==> src/rtl/rom_read_arbiter_if.sv <==
// Request/response bundle between the IF/LS requesters, the ROM arbiter and the ROM.
// The slave modport is the arbiter's view; master is the surrounding requesters and ROM.
interface rom_read_arbiter_if;
    logic        if_req;
    logic [31:0] if_addr;
    logic        if_ready;
    logic        if_valid;
    logic [31:0] if_data;
    logic        if_err;

    logic        ls_req;
    logic [31:0] ls_addr;
    logic        ls_ready;
    logic        ls_valid;
    logic [31:0] ls_data;
    logic        ls_err;

    logic        rom_nrd;
    logic [31:0] rom_addr;
    logic [31:0] rom_data;

    modport slave (
        input  if_req, if_addr, ls_req, ls_addr, rom_data,
        output if_ready, if_valid, if_data, if_err,
        output ls_ready, ls_valid, ls_data, ls_err,
        output rom_nrd, rom_addr
    );

    modport master (
        output if_req, if_addr, ls_req, ls_addr, rom_data,
        input  if_ready, if_valid, if_data, if_err,
        input  ls_ready, ls_valid, ls_data, ls_err,
        input  rom_nrd, rom_addr
    );
endinterface

==> src/rtl/rom_read_arbiter.sv <==
// Round-robin arbiter sharing one combinational ROM between instruction fetch and load.
// One word read in flight at a time; illegal addresses are answered with err and no ROM access.
module rom_read_arbiter #(
    parameter int unsigned WAIT_CYCLES = 1,
    parameter int unsigned ROM_BYTES   = 100
) (
    input  logic              clk,
    input  logic              rst,
    rom_read_arbiter_if.slave bus
);
    typedef enum logic [1:0] {S_IDLE, S_WAIT, S_RESP} state_t;

    localparam logic [31:0] MAX_ADDR = 32'(ROM_BYTES - 4);
    // WAIT lasts WAIT_CYCLES cycles so valid lands at grant+WAIT_CYCLES+1; zero skips WAIT.
    localparam logic [3:0]  CNT_INIT = (WAIT_CYCLES == 0) ? 4'd0 : 4'(WAIT_CYCLES - 1);

    state_t      r_state, w_state_nxt;
    logic [3:0]  r_cnt, w_cnt_nxt;
    logic        r_last, w_last_nxt;   // 1 = LS granted most recently
    logic        r_gnt, w_gnt_nxt;     // 1 = LS owns the current transaction
    logic        r_err, w_err_nxt;
    logic [31:0] r_addr, w_addr_nxt;

    logic        w_grant;
    logic        w_sel;
    logic        w_illegal;
    logic        w_rom_on;
    logic [31:0] w_req_addr;

    always_ff @(posedge clk) begin
        if (rst) begin
            r_state <= S_IDLE;
            r_cnt   <= '0;
            r_last  <= 1'b1;
            r_gnt   <= 1'b0;
            r_err   <= 1'b0;
            r_addr  <= '0;
        end else begin
            r_state <= w_state_nxt;
            r_cnt   <= w_cnt_nxt;
            r_last  <= w_last_nxt;
            r_gnt   <= w_gnt_nxt;
            r_err   <= w_err_nxt;
            r_addr  <= w_addr_nxt;
        end
    end

    always_comb begin
        w_grant = 1'b0;
        w_sel   = 1'b0;
        if (bus.if_req && bus.ls_req) begin
            w_grant = 1'b1;
            w_sel   = ~r_last;
        end else if (bus.if_req) begin
            w_grant = 1'b1;
            w_sel   = 1'b0;
        end else if (bus.ls_req) begin
            w_grant = 1'b1;
            w_sel   = 1'b1;
        end
        // Ready is combinational, so mask it while reset is being applied.
        w_grant    = w_grant && (r_state == S_IDLE) && !rst;
        w_req_addr = w_sel ? bus.ls_addr : bus.if_addr;
        w_illegal  = (w_req_addr[1:0] != 2'b00) || (w_req_addr > MAX_ADDR);

        w_state_nxt = r_state;
        w_cnt_nxt   = r_cnt;
        w_last_nxt  = r_last;
        w_gnt_nxt   = r_gnt;
        w_err_nxt   = r_err;
        w_addr_nxt  = r_addr;

        case (r_state)
            S_IDLE: begin
                if (w_grant) begin
                    w_last_nxt = w_sel;
                    w_gnt_nxt  = w_sel;
                    w_addr_nxt = w_req_addr;
                    w_err_nxt  = w_illegal;
                    w_cnt_nxt  = CNT_INIT;
                    if (w_illegal || WAIT_CYCLES == 0) begin
                        w_state_nxt = S_RESP;
                    end else begin
                        w_state_nxt = S_WAIT;
                    end
                end
            end
            S_WAIT: begin
                if (r_cnt == 4'd0) begin
                    w_state_nxt = S_RESP;
                end else begin
                    w_cnt_nxt = r_cnt - 4'd1;
                end
            end
            S_RESP: begin
                w_state_nxt = S_IDLE;
            end
            default: begin
                w_state_nxt = S_IDLE;
            end
        endcase

        w_rom_on     = (r_state == S_WAIT) || ((r_state == S_RESP) && !r_err);
        bus.rom_nrd  = ~w_rom_on;
        bus.rom_addr = w_rom_on ? r_addr : '0;

        bus.if_ready = w_grant && !w_sel;
        bus.ls_ready = w_grant && w_sel;

        bus.if_valid = (r_state == S_RESP) && !r_gnt;
        bus.ls_valid = (r_state == S_RESP) && r_gnt;
        bus.if_err   = bus.if_valid && r_err;
        bus.ls_err   = bus.ls_valid && r_err;
        bus.if_data  = (bus.if_valid && !r_err) ? bus.rom_data : '0;
        bus.ls_data  = (bus.ls_valid && !r_err) ? bus.rom_data : '0;
    end
endmodule

==> src/flat_wrapper.sv <==
// flat-port wrapper written by rule: the top's interface ports become plain ports
module rom_read_arbiter_flat 
#(
    parameter int unsigned WAIT_CYCLES = 1,
    parameter int unsigned ROM_BYTES   = 100
)
  (clk, rst, bus_if_req, bus_if_addr, bus_ls_req, bus_ls_addr, bus_rom_data, bus_if_ready, bus_if_valid, bus_if_data, bus_if_err, bus_ls_ready, bus_ls_valid, bus_ls_data, bus_ls_err, bus_rom_nrd, bus_rom_addr);
  rom_read_arbiter_if bus_i ();
  input  logic clk;
  input  logic rst;
  input wire logic [$bits(bus_i.if_req)-1:0] bus_if_req;
  input wire logic [$bits(bus_i.if_addr)-1:0] bus_if_addr;
  input wire logic [$bits(bus_i.ls_req)-1:0] bus_ls_req;
  input wire logic [$bits(bus_i.ls_addr)-1:0] bus_ls_addr;
  input wire logic [$bits(bus_i.rom_data)-1:0] bus_rom_data;
  output wire logic [$bits(bus_i.if_ready)-1:0] bus_if_ready;
  output wire logic [$bits(bus_i.if_valid)-1:0] bus_if_valid;
  output wire logic [$bits(bus_i.if_data)-1:0] bus_if_data;
  output wire logic [$bits(bus_i.if_err)-1:0] bus_if_err;
  output wire logic [$bits(bus_i.ls_ready)-1:0] bus_ls_ready;
  output wire logic [$bits(bus_i.ls_valid)-1:0] bus_ls_valid;
  output wire logic [$bits(bus_i.ls_data)-1:0] bus_ls_data;
  output wire logic [$bits(bus_i.ls_err)-1:0] bus_ls_err;
  output wire logic [$bits(bus_i.rom_nrd)-1:0] bus_rom_nrd;
  output wire logic [$bits(bus_i.rom_addr)-1:0] bus_rom_addr;
  assign bus_i.if_req = bus_if_req;
  assign bus_i.if_addr = bus_if_addr;
  assign bus_i.ls_req = bus_ls_req;
  assign bus_i.ls_addr = bus_ls_addr;
  assign bus_i.rom_data = bus_rom_data;
  assign bus_if_ready = bus_i.if_ready;
  assign bus_if_valid = bus_i.if_valid;
  assign bus_if_data = bus_i.if_data;
  assign bus_if_err = bus_i.if_err;
  assign bus_ls_ready = bus_i.ls_ready;
  assign bus_ls_valid = bus_i.ls_valid;
  assign bus_ls_data = bus_i.ls_data;
  assign bus_ls_err = bus_i.ls_err;
  assign bus_rom_nrd = bus_i.rom_nrd;
  assign bus_rom_addr = bus_i.rom_addr;
  rom_read_arbiter #(.WAIT_CYCLES(WAIT_CYCLES), .ROM_BYTES(ROM_BYTES)) u_core (.clk(clk), .rst(rst), .bus(bus_i));
endmodule
==> config.mk <==
export PLATFORM = sky130hd
export DESIGN_NAME = rom_read_arbiter_flat
export DESIGN_NICKNAME = d
export VERILOG_FILES = /design/src/rtl/rom_read_arbiter_if.sv /design/src/rtl/rom_read_arbiter.sv /design/src/flat_wrapper.sv
export SDC_FILE = /design/constraint.sdc
export NUM_CORES = 1
export LEC_CHECK = 0
export CAP_MARGIN = 5
export CORE_AREA = 2 2 89 91
export DETAILED_ROUTE_END_ITERATION = 6
export DIE_AREA = 0 0 91 93
export PLACE_DENSITY = 0.88
export SYNTH_ARGS = -nofsm -noshare
export SYNTH_HDL_FRONTEND = slang
export SYNTH_SLANG_ARGS = --single-unit
export TNS_END_PERCENT = 100
==> constraint.sdc <==
create_clock -name clk -period 2.7 [get_ports clk]
set_input_delay 0.54 -clock clk [delete_from_list [all_inputs] [get_ports clk]]
set_output_delay 0.54 -clock clk [all_outputs]
set_load 0.02 [all_outputs]
== Word level (Yosys, flattened, before mapping) ==
Index checks and enable logic that the tools add are counted.

* Latch bits: 0
* Logic and storage cells: 56
* Bits of input ports: 100
* Output and inout port bits: 103
* ROM bits: 0
* Memories kept: 0
* Memory bits (writable): 0
* Register bits: 41

* Equal/unequal tests: 5
* Div/mod/pow operators: 0
* Shift operators: 0
* Multiply operators: 0
* $lt $le $gt $ge: 1
* Muxes and demuxes: 16
* Bitwise logic cells: 2
* Add/sub/neg operators: 1
* Reduce and logical (&&, ||, !) cells: 25

{| class="wikitable"
|+ Operators by type and width
! operator !! number
|-
| $mux W32 || 4
|-
| $gt A32 B7 Y1 const B || 1
|-
| $logic_and A1 B1 Y1 || 12
|-
| $mux W4 || 2
|-
| $pmux W4 S2 || 1
|-
| $mux W2 || 3
|-
| $mux W1 || 5
|-
| $logic_not A1 Y1 || 4
|-
| $logic_not A4 Y1 || 1
|-
| $ne A2 B1 Y1 const B || 2
|-
| $pmux W2 S2 || 1
|-
| $reduce_and A2 Y1 || 2
|-
| $reduce_bool A2 Y1 || 2
|-
| $sub A4 B1 Y4 const B || 1
|-
| $reduce_and A3 Y1 || 1
|-
| $eq A2 B1 Y1 const B || 1
|-
| $eq A2 B2 Y1 const B || 1
|-
| $logic_not A2 Y1 || 1
|-
| $logic_or A1 B1 Y1 || 2
|-
| $ne A2 B2 Y1 const B || 1
|-
| $not A1 Y1 || 2
|}

== Logic depth before layout (Yosys ltp) ==
Gate-level depths: netlist (run 1).

* Depth in word-level cells: 9
* Gate-level depth with buffers: 6
* Depth with buffers taken out: 6

== Least setup slack after synthesis (run 1) ==
No wires, ideal clock.

* Path type: input to output
* Start point: input bus_if_req
* End point: output bus_ls_ready
* Setup slack: 595 ps
* Stages on the path: 4
* Arrival time: 1565 ps
* Data required time: 2160 ps
* Buffers on the path: 1
* Cell sequence: nor2_1 -> or3_1 -> buf_2 -> nor3b_1

* Longest elaborated chain between the ends: 5
* Elaborated cells on any way between the ends: 8
* Classes of those cells: 4 x mux; 4 x reduce/logical

{| class="wikitable"
|+ Ends and longest elaborated chain
! item !! RTL line !! text
|-
| start, declared || flat_wrapper.sv:11 || <nowiki>input wire logic [$bits(bus_i.if_req)-1:0] bus_if_req;</nowiki>
|-
| $mux W1 / $logic_and A1 B1 Y1 (equally long branches) || rom_read_arbiter.sv:54, rom_read_arbiter.sv:51 ||
|-
| $mux W1 || rom_read_arbiter.sv:51 || <nowiki>if (bus.if_req && bus.ls_req) begin</nowiki>
|-
| $logic_and A1 B1 Y1 (2 in a row) || rom_read_arbiter.sv:62 || <nowiki>w_grant = w_grant && (r_state == S_IDLE) && !rst;</nowiki>
|-
| $logic_and A1 B1 Y1 (*) || rom_read_arbiter.sv:108 || <nowiki>bus.ls_ready = w_grant && w_sel;</nowiki>
|-
| end, declared || flat_wrapper.sv:20 || <nowiki>output wire logic [$bits(bus_i.ls_ready)-1:0] bus_ls_ready;</nowiki>
|}

Mark *: on every way between the ends. The rest lies on a longest branch, timed or not.

== Worst setup path in the final report (run 1) ==
* Start point: input bus_if_req
* End point: output bus_if_ready

* Longest elaborated chain between the ends: 5
* Elaborated cells on any way between the ends: 9
* Classes of those cells: 4 x mux; 5 x reduce/logical

{| class="wikitable"
|+ Ends and longest elaborated chain
! item !! RTL line !! text
|-
| $mux W1 / $logic_and A1 B1 Y1 (equally long branches) || rom_read_arbiter.sv:54, rom_read_arbiter.sv:51 ||
|-
| $mux W1 || rom_read_arbiter.sv:51 ||
|-
| $logic_and A1 B1 Y1 (2 in a row) || rom_read_arbiter.sv:62 ||
|-
| $logic_and A1 B1 Y1 (*) || rom_read_arbiter.sv:107 || <nowiki>bus.if_ready = w_grant && !w_sel;</nowiki>
|-
| end, declared || flat_wrapper.sv:16 || <nowiki>output wire logic [$bits(bus_i.if_ready)-1:0] bus_if_ready;</nowiki>
|}

Marks and branches as above.

==> implementation parameters, run 1 <==
Parameter                              Value

Detailed routing
  Starting DRT DRC Count    108
  Average via count per standard cell    5.037
  Highest routed layer    met5
  Detail Route met2 WL    5.236 mm
  Post-detailed-route DRC marker count    0
  Routed len/inst    16.30 µm
  DR pass1 iterations    4
  Total Routed Length    10.27 mm
  Routed length on met1    3.849 mm
  Vias    3173
  Metal3 WL    865 µm
  Number of nets with antenna violations after routing    0

Final layout
  # nets final    628
  Most frequent standard cell in the layout excluding fill and tap cells    clkdlybuf4s50_1
  Layout overhead on the synthesized area    82.84%
  Top library cells by usage in the layout, fill and taps aside    161 x clkdlybuf4s50_1, 66 x and2_1, 40 x nor2_1, 40 x dfxtp_1, 37 x dlymetal6s2s_1
  Layout cells sized above 1    0.08349
  Final non-filler cell area    0.005131 mm²

Critical path
  Endpoint required time on the critical path    2.16 ns
  Slack of the worst reg-to-reg path    0.89 ns
  Critical path class    primary input to primary output
  Kind of end point of the critical path    primary output
  Cells on worst reg2reg path    5
  Data arrival time of the critical path    2.06 ns
  CP Capture Point    bus_if_ready
  Master of the slowest instance on the critical path    clkdlybuf4s50_1
  R2R Path Start    u_core.r_last$_SDFFE_PP1P_
  Setup crit start kind    primary input
  Endpoint of the worst-slack reg-to-reg timing path    u_core.r_err$_SDFFE_PP0P_
  Maximum fanout along the worst path    4
  Delay of the slowest cell on the worst path    0.49 ns
  Critical Path Source    bus_if_req
  Critical Path, Cell by Cell    clkdlybuf4s50_1 -> nor2_1 -> or3_1 -> nor3_1 -> dlygate4sd1_1

Power and ir drop
  Share of total power in combinational logic    0.358
  Switching power    0.5302 mW
  Leakage power total    2.562 nW
  Internal portion of total power    1.230 mW
  Total power draw    1.761 mW
  Peak VDD IR    0.2230 mV
  Share of total power consumed by net switching    0.3011
  Part of the total power dissipated in the clock network    0.251
  Fraction of power consumed by sequential logic    0.392
  Power per Cell Area    343.1 mW/mm²

Die
  Starting density of the core    0.3728
  Die height    93 µm
  Top-level I/O count    203
  Die outline area    0.008463 mm²
  Area of the core region    0.007527 mm²
  Horiz. Die Dim    91 µm
  Site row count    32

Yosys
  Synth Instances    332
  Synthesized area per cell    8.453 µm²
  Synth top area cells    dfxtp_1 29%, and2_1 15%, mux2i_1 12%
  Sequential element share of the synthesized area    0.2925
  Synthesized cell area    0.002806 mm²
  Share of the synthesized area in the top cell type    0.2925
  Most used flip-flop cell after synthesis    dfxtp_1
  Share of flip-flops with an asynchronous set or reset    0
  Synth area leader    dfxtp_1
  Syn_nets    434
  Unique masters post-synth    37
  Number of synthesized flops with an enable pin    0
  Synth Warn #    0
  Number of synthesized register bits    41

STA
  Slew Viols, Final    0
  Final period demand of the worst path    2.598 ns
  Final setup vio count    0
  Transition time at the pin with the least slew margin    0.5930 ns
  Maximum clock skew at final layout    0.005951 ns
  Final setup slack of the worst path    0.1023 ns
  Hold Fails Final Rpt    0
  Max-slew headroom at the worst pin    0.6046
  Max Clk Rate    385.0 MHz
  Setup repair after global routing missed its margin    no
  Final worst-path cycle share    0.9621

Clock tree
  Worst skew pair latency    0.29 ns
  Setup bufs post-CTS    0
  Clock tree from TritonCTS    done
  Number of clock sinks    41
  Clock slew at reported path FFs    0.07 ns
  Number of buffers added to fix hold violations after cts    0
  Worst-case clock buffer depth    2
  Max H-tree Level    2
  CTS root buf    clkbuf_8
  Clock buffer count from CTS    5

Global route
  Vias in the first global route    3098
  Antenna violations before repair    2
  GRT Overall Usage    0.2223
  Largest net degree at the start of global routing    69
  Wire length of the first global-routing pass    15.10 mm
  Remaining global-route overflow    0

Placement
  Standard cell area after detailed placement    0.004933 mm²
  Number of port buffers    202
  Detail Placement HPWL    8.144 mm
  Setup slack after placement    -0.1939 ns
  Final weighted congestion in routability-driven placement    0.8686

Run status
  Result of the run    finished, final reports clean

Worst hold path
  Launch instance of the worst min-delay path    rst
  Path type of the worst min-delay path    primary input to flip-flop

Run
  Count of max-cap constraint violations    0
critical path: cells and delay by family:
| kind | cells | cell delay (ns) |
|---|---|---|
| buffers and inverters | 2 | 0.88 |
| and+or+nand+nor | 3 | 0.64 |
area by class of cell:
cell class | count | area [µm²]
Fill cell | 599 | 2396
Timing Repair Buffer | 213 | 2230
Multi-Input combinational cell | 263 | 1841
Sequential cell | 41 | 822.0
Tap cell | 102 | 127.6
Clock buffer | 7 | 96.34
Inverter | 2 | 7.507
Clock inverter | 1 | 5.005
Antenna cell | 1 | 2.502
stage by stage:
step / cells / utilization / hold slack, ns / TNS [ns]
6_report: 630 / 0.6817 / 0.4892 / 0
5_1_grt: 629 / 0.6814 / 0.5057 / 0
4_1_cts: 629 / 0.6686 / 0.4766 / 0
3_5_place_dp: 621 / 0.6554 / 0.4803 / -0.3335
3_3_place_gp: 621 / 0.6554 / 0.4713 / -0.3087
2_1_floorplan: 332 / - / 0.4584 / 0
synth_stat cells (all sizes together), types with 4 or more instances:
library cell   n
clkbuf        10
and2          66
dfxtp         41
mux2i         33
nor4          12
nor2b         33
nor3           9
a211oi        33
nor2          41
nand2          4
buf           16
flip-flops by register name (all words and copies together), names as in the netlist:
name	count
u_core.r_addr	32
u_core.r_cnt	4
u_core.r_state	2
u_core.r_err	1
u_core.r_gnt	1
u_core.r_last	1
kinds of logic after synthesis:
family / Yosys count / synth area share
AND/OR/NAND/NOR: 183 / 0.3718
AO/OA/AOI/OAI: 43 / 0.1462
flip-flops: 41 / 0.2925
multiplexers: 33 / 0.1177
buffers and inverters: 28 / 0.05662
XOR/XNOR: 2 / 0.006243
adder cells (fa/ha/maj): 2 / 0.008915
worst min-delay path by stage:
stage	cells past startpoint	slack, ns	endpoint
finish	2	0.49	u_core.r_gnt$_SDFFE_PP0P_
global route	2	0.51	u_core.r_gnt$_SDFFE_PP0P_
CTS	2	0.48	u_core.r_gnt$_SDFFE_PP0P_
detailed placement	2	0.48	u_core.r_cnt[1]$_SDFFE_PP0P_
global placement	2	0.47	u_core.r_cnt[1]$_SDFFE_PP0P_
floorplan	2	0.46	u_core.r_last$_SDFFE_PP1P_
power groups by stage:
stage	clock, mW	sequential, mW	combinational (mW)
6_report	0.442	0.689	0.629
5_1_grt	0.472	0.696	0.674
4_1_cts	0.451	0.689	0.631
3_5_place_dp	0	0.702	0.631
3_3_place_gp	0	0.700	0.620
2_1_floorplan	0	0.693	0.321
repair_timing:
item / in CTS / in global routing
gates resized for setup: 4 / 40
setup endpoints to repair: 35 / 50
gates cloned: 0 / 0
routing by layer:
metal  vias up  GRT usage
met4         2    0.08586
met3        24    0.06769
met2       166     0.4241
met1      1437     0.2260
met5         -          0
li1       1544          -
(Power assumes the default switching activity.)
==> run 2: changes to the inputs <==
--- a/config.mk
+++ b/config.mk
@@ -9,6 +9,7 @@
 export CORE_AREA = 2 2 89 91
 export DETAILED_ROUTE_END_ITERATION = 6
 export DIE_AREA = 0 0 91 93
+export GPL_ROUTABILITY_DRIVEN = 0
 export PLACE_DENSITY = 0.88
 export SYNTH_ARGS = -nofsm -noshare
 export SYNTH_HDL_FRONTEND = slang
==> results of run 2 <==
No change in the layout: final DEF, timing and power equal those of run 1.
==> run 3: changes to the inputs <==
--- a/config.mk
+++ b/config.mk
@@ -6,11 +6,12 @@
 export NUM_CORES = 1
 export LEC_CHECK = 0
 export CAP_MARGIN = 5
-export CORE_AREA = 2 2 89 91
+export CORE_AREA = 2 2 97 99
 export DETAILED_ROUTE_END_ITERATION = 6
-export DIE_AREA = 0 0 91 93
+export DIE_AREA = 0 0 99 101
 export GPL_ROUTABILITY_DRIVEN = 0
-export PLACE_DENSITY = 0.88
+export HOLD_SLACK_MARGIN = 0.03
+export PLACE_DENSITY = 0.79
 export SYNTH_ARGS = -nofsm -noshare
 export SYNTH_HDL_FRONTEND = slang
 export SYNTH_SLANG_ARGS = --single-unit
==> constraint.sdc (replaced) <==
create_clock -name clk -period 2.2 [get_ports clk]
set_input_delay 0.44 -clock clk [delete_from_list [all_inputs] [get_ports clk]]
set_output_delay 0.44 -clock clk [all_outputs]
set_load 0.02 [all_outputs]
==> run 3 against run 2 <==
Against the previous run:
- the flow now finishes with violations (negative setup slack)
- design area shrank 5.9%
- sequential power grew 23%
- clock skew shrank 0.0017 ns
- first-iteration DRC count shrank 13%
- setup slack lost 0.11 ns
- clock power grew 65%
- critical path type is now flip-flop to primary output
- largest cell class unchanged
- highest routed layer is now met4
==> implementation parameters, run 3 (synthesis results as in run 1) <==
Parameter                              Value

Critical path
  Delay of the slowest cell on the worst path    0.35 ns
  Master of the slowest instance on the critical path    dfxtp_2
  Endpoint required time on the critical path    1.76 ns
  R2R Path Start    u_core.r_last$_SDFFE_PP1P_
  Kind of end point of the critical path    primary output
  Maximum fanout along the worst path    16
  Endpoint of the worst-slack reg-to-reg timing path    u_core.r_err$_SDFFE_PP0P_
  Data arrival time of the critical path    1.76 ns
  Most Frequent Cell on Critical Path    and2_1
  Critical Path, Cell by Cell    nor2b_2 -> and2_1 -> and2b_2 -> clkbuf_16 -> and2_1 -> clkdlybuf4s15_2
  Buffers and inverters on the worst path    2
  Slack of the worst reg-to-reg path    0.57 ns
  Critical path class    flip-flop to primary output
  Cells on worst reg2reg path    5
  Setup crit start kind    flip-flop
  Category of cells accounting for the largest share of critical-path delay    simple AND/OR/NAND/NOR gates

Detailed routing
  Routed len/inst    16.22 µm
  Average via count per standard cell    4.909
  Post-detailed-route DRC marker count    0
  Vias    3176
  Total Routed Length    10.50 mm
  Starting DRT DRC Count    94
  DR pass1 iterations    4
  Number of nets with antenna violations after routing    0

Power and ir drop
  Share of total power consumed by net switching    0.2897
  Fraction of power consumed by sequential logic    0.362
  Leakage power total    2.140 nW
  Power per Cell Area    483.3 mW/mm²
  Peak VDD IR    0.3315 mV
  Part of the total power dissipated in the clock network    0.313
  Share of total power in combinational logic    0.325
  Switching power    0.6760 mW
  Internal portion of total power    1.657 mW

Die
  Site row count    35
  Area of the core region    0.008977 mm²
  Top-level I/O count    203
  Horiz. Die Dim    99 µm
  Starting density of the core    0.3126
  Die height    101 µm
  Die outline area    0.009999 mm²

Clock tree
  CTS root buf    clkbuf_8
  Clock buffer count from CTS    5
  Max H-tree Level    2
  Number of clock sinks    41
  Worst skew pair latency    0.29 ns
  Clock slew at reported path FFs    0.09 ns
  Setup bufs post-CTS    0
  Clock tree from TritonCTS    done
  Worst-case clock buffer depth    2
  Number of buffers added to fix hold violations after cts    0

Final layout
  Biggest regs    u_core.r_addr (32), u_core.r_cnt (4), u_core.r_state (2)
  Final non-filler cell area    0.004828 mm²
  Flip-flop count of the largest register, all copies and words added    32
  Layout cells sized above 1    0.2678
  Top register by number of flip-flops    u_core.r_addr
  Non-Filler Instances    647
  Layout filler cell count    871
  Sequential cell area    822.0 µm²
  Layout overhead on the synthesized area    72.05%
  Area occupied by multi-input gates    0.001857 mm²
  # nets final    635
  Top library cells by usage in the layout, fill and taps aside    100 x clkdlybuf4s50_1, 66 x and2_1, 40 x dfxtp_1, 39 x nor2_1, 39 x clkbuf_2
  Most frequent standard cell in the layout excluding fill and tap cells    clkdlybuf4s50_1

Run status
  Result of the run    complete, but fails checks
  Violations in the final reports    negative setup slack

Global route
  Vias in the first global route    3131
  Remaining global-route overflow    0
  Met3 GRT Util    0.06103
  Met1 Usage GRT    0.2051
  Wire length of the first global-routing pass    15.69 mm
  Largest net degree at the start of global routing    43
  Highest-utilization routing layer at the global route stage    met2
  Met2 GRT Util    0.3721
  GRT Overall Usage    0.1961
  Antenna violations before repair    2

STA
  Max Clk Rate    453.9 MHz
  Slew Viols, Final    0
  Max-slew headroom at the worst pin    0.6239
  Transition time at the pin with the least slew margin    0.5642 ns
  Maximum clock skew at final layout    0.004221 ns
  Setup repair after global routing missed its margin    yes
  Hold Fails Final Rpt    0
  Min Hold Slack    0.5010 ns
  Final setup vio count    1
  Final setup slack of the worst path    -0.002916 ns
  Final period demand of the worst path    2.203 ns
  Final worst-path cycle share    1.001

Worst hold path
  Launch instance of the worst min-delay path    u_core.r_addr[28]$_SDFFE_PP0P_
  Worst hold endpoint    u_core.r_addr[28]$_SDFFE_PP0P_
  Hold path cells    2
  Path type of the worst min-delay path    flip-flop to flip-flop

Placement
  Number of port buffers    202
  Placed instance count    635
  Standard cell area after detailed placement    0.004995 mm²
  Detail Placement HPWL    8.336 mm

Run
  Count of max-cap constraint violations    0
run 3: changes by cell type in the layout (fill, tap and decap cells not counted), moves of 2 or more:
cell / previous run / this run
clkdlybuf4s50_1: 161 / 100
clkbuf_2: 0 / 39
buf_2: 1 / 38
dlymetal6s2s_1: 37 / 2
buf_4: 7 / 18
clkdlybuf4s15_1: 0 / 10
clkdlybuf4s15_2: 0 / 4
bufinv_16: 0 / 2
clkbuf_8: 7 / 5
run 3: through the flow:
step | worst slack [ns] | TNS (ns) | power (mW) | utilization
after CTS | -0.09469 | -0.1009 | 2.350 | 0.5657
after floorplan | 0.2947 | 0 | 1.244 | -
final | -0.002916 | -0.002916 | 2.333 | 0.5378
after detailed placement | -0.4441 | -4.950 | 1.649 | 0.5564
after global routing | -0.08280 | -0.4610 | 2.445 | 0.5378
after global placement | -0.4432 | -2.530 | 1.635 | 0.5564
run 3: routing by layer:
layer / wire, µm / up-vias
met5: 0 / -
li1: - / 1565
met4: 218 / 0
met2: 5449 / 145
met1: 3934 / 1452
met3: 892 / 14
run 3: layout make-up:
cell class | count | area share
clock buffer | 5 | 0.01425
tap | 111 | 0.02876
sequential | 41 | 0.1703
timing repair buffer | 220 | 0.3861
clock inverter | 3 | 0.01347
multi-input combinational | 263 | 0.3846
antenna | 2 | 0.001037
inverter | 2 | 0.001555
run 3: worst min-delay path: cells and delay by family, from the launching register on:
family / cells / cell delay [ns]
compound gates: 1 / 0.05
flops: 1 / 0.32
simple gates: 1 / 0.09
run 3: how the worst max path moves through the flow:
stage                                               from  cells past startpoint              to
final                     u_core.r_state[1]$_SDFFE_PP0P_                      6  bus_ls_data[4]
after global routing      u_core.r_state[1]$_SDFFE_PP0P_                      6  bus_ls_data[4]
after CTS                                     bus_ls_req                      5    bus_ls_ready
after detailed placement                      bus_ls_req                      5    bus_ls_ready
after global placement                        bus_if_req                      5    bus_ls_ready
after floorplan                               bus_if_req                      4    bus_ls_ready
run 3: what timing repair did:
item,in CTS,in global routing
resized for setup,218,134
endpoints found under the setup margin,101,92
gates cloned,1,1
hold endpoints to repair,0,0
run 3: power groups by stage:
stage / registers [mW] / logic [mW] / clock network [mW]
6_report: 0.845 / 0.758 / 0.730
5_1_grt: 0.855 / 0.816 / 0.774
4_1_cts: 0.845 / 0.763 / 0.741
3_5_place_dp: 0.862 / 0.788 / 0
3_3_place_gp: 0.859 / 0.776 / 0
2_1_floorplan: 0.850 / 0.394 / 0
